[src/rtl/barrel_shift_sequencer_pkg.sv]
// Shared types and constants for the barrel-shift sequencer: FSM states,
// default widths and the largest legal shift amount for a 24-bit word.
package bs_seq_pkg;
  localparam int DEF_W     = 24;
  localparam int DEF_AMT_W = 5;
  localparam int MAX_AMT   = 23;

  typedef enum logic [1:0] {
    IDLE     = 2'd0,
    STEP_REQ = 2'd1,
    AUTO     = 2'd2,
    AUTO_REQ = 2'd3
  } state_e;
endpackage

[src/rtl/barrel_shift_sequencer_key_edge.sv]
// Registered rising-edge detector for the synchronized keys. History resets
// to all ones so a key held through reset produces no event on release of rst.
module key_edge_detect #(
  parameter int N = 4
) (
  input  logic         clk,
  input  logic         rst,
  input  logic [N-1:0] key,
  output logic [N-1:0] rise
);
  logic [N-1:0] hist;

  always_ff @(posedge clk or posedge rst) begin
    if (rst) begin
      hist <= '1;
      rise <= '0;
    end else begin
      hist <= key;
      rise <= key & ~hist;
    end
  end
endmodule

[src/rtl/barrel_shift_sequencer.sv]
// Key/strobe driven sequencer that feeds an external barrel shifter through a
// req/ack handshake and displays the working data word and step count.
module barrel_shift_sequencer
  import bs_seq_pkg::*;
#(
  parameter int W     = DEF_W,
  parameter int AMT_W = DEF_AMT_W
) (
  input  logic             clk,
  input  logic             rst,
  input  logic             en,
  input  logic [3:0]       key,
  input  logic [9:0]       sw,
  output logic             bs_req,
  output logic [W-1:0]     bs_in,
  output logic [AMT_W-1:0] bs_amt,
  output logic             bs_left,
  output logic             bs_rot,
  input  logic             bs_ack,
  input  logic [W-1:0]     bs_out,
  output logic [W-1:0]     disp,
  output logic [5:0]       disp_en,
  output logic [5:0]       disp_dot,
  output logic [9:0]       led
);
  // Handshake: bs_req rises with bs_in/bs_amt/bs_left/bs_rot registered on the
  // same edge; all four stay frozen until the edge that samples bs_ack high,
  // where bs_req drops and bs_out is captured. bs_ack with bs_req low is ignored.

  logic [3:0]       rise;
  state_e           state;
  logic [W-1:0]     data;
  logic [7:0]       count;
  logic             rot;
  logic             stop;
  logic             ev_load;
  logic             ev_step;
  logic             ev_auto;
  logic             issue;
  logic             ack;
  logic [W-1:0]     load_word;
  logic [4:0]       sw_amt;
  logic [AMT_W-1:0] amt_clamped;

  key_edge_detect #(.N(4)) u_keys (
    .clk  (clk),
    .rst  (rst),
    .key  (key),
    .rise (rise)
  );

  // Priority key[0] > key[1] > key[2]; a losing event is simply dropped.
  always_comb begin
    ev_load = rise[0];
    ev_step = rise[1] & ~rise[0];
    ev_auto = rise[2] & ~rise[1] & ~rise[0];
  end

  always_comb begin
    load_word = '0;
    for (int i = 0; i < W; i++) begin
      load_word[i] = sw[i % 4];
    end
  end

  assign sw_amt      = sw[9:5];
  assign amt_clamped = (sw_amt > 5'(MAX_AMT)) ? AMT_W'(MAX_AMT) : AMT_W'(sw_amt);
  assign ack         = bs_req & bs_ack;
  assign issue       = ((state == IDLE) && ev_step) ||
                       ((state == AUTO) && !ev_load && !ev_auto && en);

  always_ff @(posedge clk or posedge rst) begin
    if (rst) begin
      state   <= IDLE;
      data    <= '0;
      count   <= '0;
      rot     <= 1'b0;
      stop    <= 1'b0;
      bs_req  <= 1'b0;
      bs_in   <= '0;
      bs_amt  <= '0;
      bs_left <= 1'b0;
      bs_rot  <= 1'b0;
    end else begin
      if (rise[3]) rot <= ~rot;

      // rot here is the pre-toggle value, so a same-edge key[3] affects the next request.
      if (issue) begin
        bs_req  <= 1'b1;
        bs_in   <= data;
        bs_amt  <= amt_clamped;
        bs_left <= sw[4];
        bs_rot  <= rot;
      end

      case (state)
        IDLE: begin
          if (ev_load) begin
            data  <= load_word;
            count <= '0;
          end else if (ev_step) begin
            state <= STEP_REQ;
          end else if (ev_auto) begin
            state <= AUTO;
          end
        end
        STEP_REQ: begin
          if (ack) begin
            bs_req <= 1'b0;
            data   <= bs_out;
            count  <= count + 8'd1;
            state  <= IDLE;
          end
        end
        AUTO: begin
          if (ev_load) begin
            data  <= load_word;
            count <= '0;
          end else if (ev_auto) begin
            state <= IDLE;
          end else if (en) begin
            state <= AUTO_REQ;
          end
        end
        AUTO_REQ: begin
          if (ack) begin
            bs_req <= 1'b0;
            data   <= bs_out;
            count  <= count + 8'd1;
            state  <= (stop || ev_auto) ? IDLE : AUTO;
            stop   <= 1'b0;
          end else if (ev_auto) begin
            stop <= 1'b1;
          end
        end
        default: state <= IDLE;
      endcase
    end
  end

  assign disp     = data;
  assign disp_en  = 6'b111111;
  assign disp_dot = {bs_req, 5'b00000};
  assign led      = {rot, (state == AUTO) || (state == AUTO_REQ), count};
endmodule

[config.mk]
export PLATFORM = sky130hd
export DESIGN_NAME = barrel_shift_sequencer
export DESIGN_NICKNAME = d
export VERILOG_FILES = /design/src/rtl/barrel_shift_sequencer_pkg.sv /design/src/rtl/barrel_shift_sequencer_key_edge.sv /design/src/rtl/barrel_shift_sequencer.sv
export SDC_FILE = /design/constraint.sdc
export NUM_CORES = 1
export LEC_CHECK = 0
export ABC_AREA = 1
export BUFFER_PORTS_ARGS = -buffer_cell sky130_fd_sc_hd__buf_2
export CORE_AREA = 2 2 86 88
export CTS_BUF_LIST = sky130_fd_sc_hd__clkbuf_2
export CTS_CLUSTER_DIAMETER = 100
export DETAILED_ROUTE_END_ITERATION = 10
export DIE_AREA = 0 0 88 90
export PLACE_DENSITY = 0.81
export SLEW_MARGIN = 10
export SYNTH_ARGS = -nofsm -noshare
export SYNTH_HDL_FRONTEND = slang
export SYNTH_SLANG_ARGS = --single-unit
[constraint.sdc]
create_clock -name clk -period 3.2 [get_ports clk]
set_input_delay 0.8 -clock clk [delete_from_list [all_inputs] [get_ports clk]]
set_output_delay 0.8 -clock clk [all_outputs]
set_load 0.01 [all_outputs]
[Word-level counts from Yosys, hierarchy flattened]
Cells that the tools add are included.
Word-level totals
  flip-flop bits (word level): 76
  latch bits: 0
  RAM bits: 0
  bits in read-only memories: 0
  input port bits: 42
  output and inout bits: 78
  logic and storage cells: 72
  memories: 0
Cells by class
  add/sub/neg operators: 1
  multipliers: 0
  divide/modulo/power cells: 0
  order comparisons: 1
  equal/unequal tests: 11
  shift-type cells: 0
  muxes and demuxes: 22
  bitwise gates (word level): 9
  reductions and logical operators: 16
Operator list (number)
  24-bit two-way mux: 2
  24-bit case mux with 2 select lines: 1
  2-bit two-way mux: 9
  8-bit two-way mux: 2
  8-bit case mux with 2 select lines: 1
  8-bit by 1-bit adder with 8-bit output (second input constant): 1
  2-bit != test (second input constant): 4
  2-bit case mux with 4 select lines: 1
  3-bit != test (second input constant): 2
  6-bit AND reduction: 1
  5-bit > comparator (second input constant): 1
  1-bit two-way mux: 5
  5-bit two-way mux: 1
  1-bit AND: 4
  4-bit AND: 1
  2-bit == test (second input constant): 2
  1-bit logical AND: 4
  2-bit by 1-bit != test with 1-bit output (second input constant): 2
  4-bit NOT: 1
  2-bit AND reduction: 2
  2-bit OR reduction: 2
  1-bit logical OR: 3
  1-bit NOT: 3
  2-bit by 1-bit == test with 1-bit output (second input constant): 1
  3 further kinds: 4

[Depth between registers and ports, before layout]
Gate-level depths: netlist (run 1).
  word-level depth: 10
  gate-level depth with buffers: 9
  mapped depth without buffers: 8

[Cells and area by module]
From an unflattened synthesis (run 1), not the netlist that was laid out.
Second synthesis, totals
  cell total of the unflattened synthesis: 385
  area, all modules: 3383.2 µm²
Modules (own cells, without submodules)
  barrel_shift_sequencer: times used 1, cells each 368, area each 3134.3 µm², sequential area each 1701.6 µm²
  key_edge_detect: times used 1, cells each 17, area each 249.0 µm², sequential area each 205.2 µm²

[Worst setup path before layout (run 1)]
OpenSTA, ideal clock, no wires.
  kind: input -> register
  from: input port en
  to: register bs_in[0]
  library setup time: 0.117 ns
  arrival time: 1.485 ns
  data required time: 3.083 ns
  setup slack: 1.598 ns
  stages: 7
  path buffers: 2
  path through: inv_1 -> o21ai_4 -> nand2_4 -> buf_6 -> buf_6 -> nand2_2 -> nand2_1
Between the ends
  longest elaborated chain between the ends: 2
Ends and longest elaborated chain
  start, declared: RTL line barrel_shift_sequencer.sv:11  | input logic en,
  1-bit logical AND: RTL line barrel_shift_sequencer.sv:70  | ((state == AUTO) && !ev_load && !ev_auto && en);
  1-bit logical OR: RTL line barrel_shift_sequencer.sv:69  | assign issue = ((state == IDLE) && ev_step) ||
  end signal, assigned: RTL line barrel_shift_sequencer.sv:90  | bs_in <= data;
  end, declared: RTL line barrel_shift_sequencer.sv:15  | output logic [W-1:0] bs_in,
Every way passes these cells.
A chain may end at the register's enable or synchronous reset.

[Final worst setup path (run 1)]
  from: register bs_req
  to: output port bs_req
RTL lines
  start, declared: RTL line barrel_shift_sequencer.sv:14  | output logic bs_req,
  start signal, assigned: RTL line barrel_shift_sequencer.sv:79  | bs_req <= 1'b0;
  start signal, assigned: RTL line barrel_shift_sequencer.sv:89  | bs_req <= 1'b1;
  start signal, assigned: RTL line barrel_shift_sequencer.sv:109  | bs_req <= 1'b0;
No word-level cell between the ends.

==> flow_summary.json, run 1 <==
{
  "core-area_um2": 7020,
  "routed_wirelength_um": 7710,
  "reg2reg_depth": 6,
  "yosys_register_bits": 76,
  "slowest_stage": "dfrtp_1",
  "drv_slew": 0,
  "final_util_pct": 58.1,
  "num_antenna_cells": 0,
  "synth-warning-count": 0,
  "finalNonFillerCells": 589,
  "syn_area_um2": 3410,
  "final_common_cell": "buf_2",
  "dieHeight_um": 90,
  "num_rows": 31,
  "syn_area_per_cell_um2": 8.93,
  "finClkSkew_ns": 0.0280,
  "cts_setup_buffers": 0,
  "r2r_slack_ns": 1.23,
  "drt_iter0_drc": 150,
  "start_util_pct": 48.6,
  "grt_max_degree": 65,
  "cts.repair.resized": 0,
  "max-slew-margin-rel_pct": 28.8,
  "place_congestion": 0.906,
  "grtUsageTotal_pct": 19.9,
  "htreeDepth": 3,
  "worstMarginPinSlew_ns": 1.07,
  "die-area_um2": 7920,
  "wirelength_met1_um": 3290,
  "grt_pass1_wl_um": 12300,
  "min_period_ns": 1.97,
  "multi_input_area_um2": 1230,
  "whs_path_depth": 1,
  "detail-route-antenna-nets": 0,
  "highest_layer": "met4",
  "routed-via-count": 2853,
  "fmax_mhz": 506,
  "synth_seq_area_share_pct": 55.9,
  "wl_per_cell_um": 13.1,
  "crit_path_cell_trace": "buf_2",
  "cts_buffers": 9,
  "place_area_um2": 3940,
  "drv_cap": 0,
  "holdBufCountCts": 0,
  "clockBufferDepth": 2,
  "setup_tns_ns": 0,
  "fin_nets": 528,
  "syn2layout_area_growth_pct": 19.5,
  "cp_top_family": "flip-flops",
  "outcome": "finished, final reports clean",
  "worstReg2RegEnd": "disp[11]",
  "p_per_area_nw_per_um2": 923,
  "dr_wl_met2_um": 3870,
  "setup_viol": 0,
  "min_to": "u_keys.hist[3]",
  "dp_cells": 573,
  "crit_path_end_kind": "output pin",
  "path_clk_slew_ns": 0.20,
  "hold_path.class": "input pin to flop",
  "crit_buf_inv": 1,
  "mostFrequentLayoutCells": "buf_2, nand2_1, dfrtp_1",
  "path_max_fanout": 5,
  "syn_inst": 382,
  "hold_violations": 0,
  "fill_cells": 655,
  "grt_pass1_vias": 2611,
  "cts_sinks": 76,
  "start_kind": "flop",
  "port_buffers": 108,
  "insertion_delay_ns": 0.50,
  "first_pass_iters": 4,
  "synthDistinctLibCells": 25,
  "r2r-start": "state[0]",
  "fin_area_um2": 4080,
  "worstSetupPathType": "flop to output pin",
  "drive_gt1_share_pct": 31.6,
  "dp_hpwl_um": 5520,
  "crit_required_ns": 2.40,
  "remaining_drc_errors": 0,
  "cts_tree": "yes",
  "routed-wl-met3_um": 421,
  "die_w_um": 88,
  "rsz0062_at_grt": "no",
  "ir_worst_vdd_mv": 0.390,
  "leakagePower_uw": 0.00220,
  "fin_crit_sh_pct": 61.7,
  "antenna_found_initial": 0,
  "overflow": 0,
  "seqCellArea_um2": 1910,
  "io-pin-count": 120,
  "root_buffer": "clkbuf_2",
  "cp.arrival_ns": 1.17,
  "via_per_inst": 4.84,
  "worstHoldStart": "key[3]",
  "critPathMaxStageDelay_ns": 0.51
}
==> routing by layer <==
layer / global-route usage [%] / up-vias
met4: 6.92 / 0
li1: - / 1414
met3: 3.31 / 11
met5: 0 / -
met2: 32.7 / 88
met1: 26.5 / 1340
==> through the flow <==
step	power (uW)	hold WS, ns	worst slack [ns]
after CTS	3810	0.356	1.20
after floorplan	2660	0.417	0.468
after detailed placement	3220	0.424	1.04
final	3760	0.386	1.23
after global routing	4060	0.345	0.987
after global placement	3160	0.424	1.08
==> report_power, final <==
group | leakage [uW] | switching (uW) | internal, uW
combinational | 0.00120 | 933 | 590
clock | 0.0000833 | 335 | 257
sequential | 0.000915 | 304 | 1350
==> cell usage after synthesis <==
master / number / area [um2]
ha_1: 1 / 12.5
nand2_2: 11 / 68.8
buf_6: 3 / 33.8
nor2_2: 4 / 25.0
o221ai_1: 1 / 8.76
clkbuf_1: 3 / 11.3
a31oi_1: 24 / 150
inv_1: 26 / 97.6
o21ai_4: 1 / 16.3
nand3_1: 34 / 170
dfrtp_1: 72 / 1800
buf_2: 7 / 35.0
nand4_1: 2 / 12.5
o21ai_0: 15 / 75.1
a21oi_1: 1 / 5.00
nand3_4: 1 / 17.5
nand2_8: 1 / 20.0
dfstp_2: 4 / 105
nand2_4: 4 / 45.0
xor2_1: 1 / 8.76
o21bai_1: 1 / 7.51
buf_4: 17 / 128
nand2_1: 105 / 394
conb_1: 2 / 7.51
nor2_1: 41 / 154
==> state kept, by name, summed over array words and instances (netlist names) <==
signal and flops:
bs_in 24, disp 24, u_keys.rise 4, stop 1, rot 1, state 2
bs_amt 5, bs_req 1, count 8, bs_rot 1, bs_left 1, u_keys.hist 4
==> area by class of cell <==
class	count	share of cell area (%)
Multi-Input combinational cell	259	30.2
Clock inverter	7	2.24
Timing Repair Buffer	113	14.2
Sequential cell	76	46.8
Tap cell	99	3.04
Clock buffer	9	1.10
Inverter	26	2.42
==> worst max-delay path by stage <==
stage / cells after the start / to / slack [ns] / start
after floorplan: 1 / bs_amt[0] / 0.47 / rst
after global placement: 6 / disp[11] / 1.08 / bs_ack
after detailed placement: 6 / disp[20] / 1.04 / bs_ack
after CTS: 1 / bs_req / 1.20 / bs_req
after global routing: 6 / disp[0] / 0.99 / state[0]
final: 1 / bs_req / 1.23 / bs_req
==> cells by family after synthesis <==
| group | count (synthesis) | synth area share (%) |
|---|---|---|
| AO/OA/AOI/OAI | 43 | 7.70 |
| XOR/XNOR | 1 | 0.257 |
| adder cells (fa/ha/maj) | 1 | 0.367 |
| buffers and inverters | 56 | 8.95 |
| flip-flops | 76 | 55.9 |
| other | 2 | 0.220 |
| AND/OR/NAND/NOR | 203 | 26.6 |
No activity file was read; power rests on OpenSTA's default activity.
==> run 2: changes to the inputs <==
==> constraint.sdc (replaced) <==
create_clock -name clk -period 1.9 [get_ports clk]
set_input_delay 0.475 -clock clk [delete_from_list [all_inputs] [get_ports clk]]
set_output_delay 0.475 -clock clk [all_outputs]
set_load 0.01 [all_outputs]
==> flow_summary.json, run 2 (synthesis results as in run 1) <==
{
  "worstReg2RegEnd": "bs_req",
  "cp.arrival_ns": 2.14,
  "place_congestion": 0.890,
  "crit_path_cell_trace": "nor2_2 -> nand2_4 -> nand2_4 -> nand2_8 -> nand2_4 -> nand2_1 -> nand2_1 -> inv_1",
  "drt_iter0_drc": 126,
  "syn2layout_area_growth_pct": 19.9,
  "dp_hpwl_um": 5460,
  "slowest_stage": "dfrtp_1",
  "cts_sinks": 76,
  "p_per_area_nw_per_um2": 1550,
  "drv_slew": 0,
  "port_buffers": 108,
  "antenna_found_initial": 0,
  "switchingPower_uw": 2640,
  "num_rows": 31,
  "grt_pass1_vias": 2695,
  "crit_top_cell": "nand2_4",
  "whs_ns": 0.0162,
  "dieHeight_um": 90,
  "finClkSkew_ns": 0.0250,
  "remaining_drc_errors": 0,
  "intPower_uw": 3710,
  "critPathMaxStageDelay_ns": 0.51,
  "drive_gt1_share_pct": 31.8,
  "path_max_fanout": 38,
  "wl_per_cell_um": 13.1,
  "io-pin-count": 120,
  "routed_wirelength_um": 7690,
  "start_util_pct": 48.6,
  "worstSetupPathType": "flop to flop",
  "routed-via-count": 2885,
  "clkPwrFrac_pct": 15.3,
  "setup_tns_ns": 0,
  "grt_pass1_wl_um": 12500,
  "grt_max_degree": 77,
  "first_pass_iters": 4,
  "grtUsageTotal_pct": 20.2,
  "setup_viol": 0,
  "detail-route-antenna-nets": 0,
  "rsz0062_at_grt": "no",
  "reg2reg_depth": 8,
  "holdBufCountCts": 0,
  "outcome": "finished, final reports clean",
  "place_area_um2": 3960,
  "overflow": 0,
  "insertion_delay_ns": 0.52,
  "mostFrequentLayoutCells": "buf_2, nand2_1, dfrtp_1",
  "fin_area_um2": 4090,
  "final_common_cell": "buf_2",
  "drv_cap": 0,
  "clockBufferDepth": 2,
  "die_w_um": 88,
  "r2r_slack_ns": 0.18,
  "cts_buffers": 9,
  "hold_path.class": "input pin to async pin",
  "fin_crit_sh_pct": 90.5,
  "crit_path_end_kind": "flop",
  "num_antenna_cells": 0,
  "sw_frac_of_total_pct": 41.5,
  "cts.repair.resized": 0,
  "ir_worst_vdd_mv": 0.665,
  "core-area_um2": 7020,
  "fmax_mhz": 582,
  "path_clk_slew_ns": 0.21,
  "p_seq_share_pct": 43.6,
  "min_period_ns": 1.72,
  "cts_tree": "yes",
  "die-area_um2": 7920,
  "fin_nets": 529,
  "leakagePower_uw": 0.00220,
  "crit_required_ns": 2.32,
  "hold_violations": 0,
  "via_per_inst": 4.90,
  "r2r-start": "u_keys.rise[0]",
  "pwr-share-comb_pct": 41.1,
  "start_kind": "flop",
  "root_buffer": "clkbuf_2",
  "htreeDepth": 3,
  "cts_setup_buffers": 0
}
run 2: cell count changes in the layout (fill, tap and decap cells not counted):
| cell | previous run | this run |
|---|---|---|
| clkinv_1 | 1 | 0 |
| clkinv_4 | 2 | 0 |
| buf_12 | 0 | 1 |
| clkbuf_2 | 9 | 10 |
| clkinvlp_4 | 0 | 2 |
| clkinv_2 | 3 | 2 |
run 2: worst max-delay path by stage:
stage | from | slack, ns | end | cells past startpoint
3_3_place_gp | u_keys.rise[0] | 0.28 | bs_req | 8
2_1_floorplan | u_keys.rise[0] | 0.56 | bs_in[0] | 8
6_report | u_keys.rise[0] | 0.18 | bs_req | 8
5_1_grt | state[1] | 0.05 | bs_amt[4] | 7
4_1_cts | u_keys.rise[0] | 0.16 | bs_req | 8
3_5_place_dp | u_keys.rise[0] | 0.23 | bs_req | 8
run 2: per-layer routing:
layer	global-route usage [%]	share of wire [%]
met1	25.6	42
met2	33.1	50
met3	4.13	6.3
met4	8.46	1.4
met5	0	0
run 2: area by class of cell:
cell class                      count  area [um2]
Inverter                           26         101
Clock buffer                       10        50.0
Sequential cell                    76        1910
Clock inverter                      5        77.6
Multi-Input combinational cell    259        1230
Tap cell                           99         124
Timing Repair Buffer              114         598
Fill cell                         630        2930
run 2: power by group through the flow:
stage / logic, uW / registers, uW / clock network (uW)
CTS: 2640 / 2770 / 990
floorplan: 1460 / 3020 / 0
global route: 2940 / 2860 / 1060
global placement: 2550 / 2790 / 0
detailed placement: 2630 / 2810 / 0
finish: 2610 / 2770 / 971
run 2: critical path: cells and delay by family (launching register included):
| family | cells | cell delay [ns] |
|---|---|---|
| flops | 1 | 0.51 |
| buf+inv | 1 | 0.04 |
| simple gates | 7 | 1.06 |
run 2: stage by stage:
step	worst slack (ns)	std cells	util (%)	total power [uW]
after floorplan	0.558	391	-	4480
after global placement	0.280	574	56.4	5340
after global routing	0.0548	589	58.3	6850
final	0.181	589	58.3	6350
after detailed placement	0.230	574	56.4	5440
after CTS	0.157	589	58.3	6400
==> run 3: changes to the inputs <==
--- a/config.mk
+++ b/config.mk
@@ -13,6 +13,7 @@
 export DETAILED_ROUTE_END_ITERATION = 10
 export DIE_AREA = 0 0 88 90
 export PLACE_DENSITY = 0.81
+export RECOVER_POWER = 50
 export SLEW_MARGIN = 10
 export SYNTH_ARGS = -nofsm -noshare
 export SYNTH_HDL_FRONTEND = slang
==> flow_summary.json, run 3 (synthesis results as in run 1) <==
{
  "start_kind": "flop",
  "drv_cap": 1,
  "slowest_stage": "dfrtp_1",
  "root_buffer": "clkbuf_2",
  "grtUsageTotal_pct": 20.2,
  "detail-route-antenna-nets": 0,
  "htreeDepth": 3,
  "overflow": 0,
  "fin_nets": 529,
  "cts_setup_buffers": 0,
  "insertion_delay_ns": 0.50,
  "start_util_pct": 48.6,
  "place_congestion": 0.890,
  "leakagePower_uw": 0.00214,
  "dp_hpwl_um": 5460,
  "cts_tree": "yes",
  "crit_path_start": "u_keys.rise[0]",
  "die_w_um": 88,
  "wl_per_cell_um": 13.1,
  "wirelength_met1_um": 3200,
  "worstSetupPathType": "flop to flop",
  "drv_slew": 77,
  "ir_worst_vdd_mv": 0.660,
  "cts.repair.resized": 0,
  "crit_path_end_kind": "flop",
  "cts_buffers": 9,
  "min_period_ns": 1.78,
  "remaining_drc_errors": 0,
  "cp.arrival_ns": 2.18,
  "final_common_cell": "nand2_1",
  "max-slew-margin-rel_pct": -7.83,
  "setup_viol": 0,
  "crit_required_ns": 2.30,
  "critPathMaxStageDelay_ns": 0.51,
  "crit_top_cell": "nand2_4",
  "cts_sinks": 76,
  "setup_tns_ns": 0,
  "drive_gt1_share_pct": 28.2,
  "path_clk_slew_ns": 0.21,
  "dieHeight_um": 90,
  "worstHoldStart": "key[0]",
  "via_per_inst": 4.95,
  "hold_path.class": "input pin to flop",
  "first_pass_iters": 7,
  "syn2layout_area_growth_pct": 18.6,
  "hold_violations": 0,
  "rsz0062_at_grt": "no",
  "clockBufferDepth": 2,
  "routed_wirelength_um": 7710,
  "grt_pass1_vias": 2695,
  "io-pin-count": 120,
  "finalPower_uw": 6300,
  "dr_wl_met2_um": 3890,
  "grt_pass1_wl_um": 12500,
  "cp_top_family": "simple AND/OR/NAND/NOR gates",
  "drt_iter0_drc": 123,
  "mostFrequentLayoutCells": "nand2_1, buf_2, dfrtp_1",
  "num_antenna_cells": 0,
  "highest_layer": "met4",
  "r2r-start": "u_keys.rise[0]",
  "routed-wl-met3_um": 500,
  "holdBufCountCts": 0,
  "die-area_um2": 7920,
  "fmax_mhz": 563,
  "path_max_fanout": 38,
  "core-area_um2": 7020,
  "crit_path_cell_trace": "nor2_1 -> nand2_4 -> nand2_4 -> nand2_8 -> nand2_4 -> nand2_1 -> nand2_1 -> inv_1",
  "violations": "max-capacitance violations, max-slew violations",
  "p_per_area_nw_per_um2": 1560,
  "grt_max_degree": 77,
  "outcome": "finished, violations left",
  "worstMarginPinSlew_ns": 1.62,
  "port_buffers": 108,
  "num_rows": 31,
  "finClkSkew_ns": 0.0270,
  "routed-via-count": 2913,
  "fin_crit_sh_pct": 93.5,
  "crit_buf_inv": 1,
  "antenna_found_initial": 0
}
run 3: cell types whose count changed in the layout (fill, tap and decap cells not counted):
cell,delta
nor2_2,-1
clkbuf_2,+1
buf_2,-15
clkbuf_1,+17
nor2_1,+1
buf_4,-2
buf_12,-1
run 3: worst reg2reg max path: cells and delay by family, from the launching register on:
| family | cells | cell delay, ns |
|---|---|---|
| simple gates | 7 | 1.14 |
| buf+inv | 1 | 0.04 |
| flops | 1 | 0.51 |
run 3: area by class of cell:
type,count,area [um2]
Clock inverter,5,77.6
Fill cell,642,2970
Clock buffer,10,50.0
Inverter,26,101
Sequential cell,76,1910
Multi-Input combinational cell,259,1230
Tap cell,99,124
Timing Repair Buffer,114,557
run 3: final timing paths:
path,endpoint,slack (ns),depth (start not counted)
max,bs_req,0.12,8
min,u_keys.hist[0],0.02,1
max reg2reg,bs_req,0.12,8
min reg2reg,rot,0.45,1
max in group asynchronous,disp[21],0.40,3
min in group asynchronous,disp[3],0.53,3
run 3: per-layer routing:
| metal | global-route usage [%] | vias up |
|---|---|---|
| met5 | 0 | - |
| met4 | 8.46 | 0 |
| met3 | 4.13 | 12 |
| met2 | 33.1 | 101 |
| met1 | 25.6 | 1386 |
| li1 | - | 1414 |
run 3: metrics by stage:
stage | utilization (%) | hold WS [ns] | area [um2] | worst slack (ns) | instances
after floorplan | - | 0.417 | 3450 | 0.558 | 391
after global placement | 56.4 | 0.419 | 3960 | 0.280 | 574
after detailed placement | 56.4 | 0.429 | 3960 | 0.230 | 574
after CTS | 58.3 | 0.00431 | 4090 | 0.157 | 589
after global routing | 57.6 | -0.00727 | 4050 | 0.0287 | 589
final | 57.6 | 0.0233 | 4050 | 0.123 | 589
run 3: power by group:
part,internal (uW),total (uW),switching [uW]
clock,430,967,537
sequential,2270,2770,507
combinational,967,2560,1600
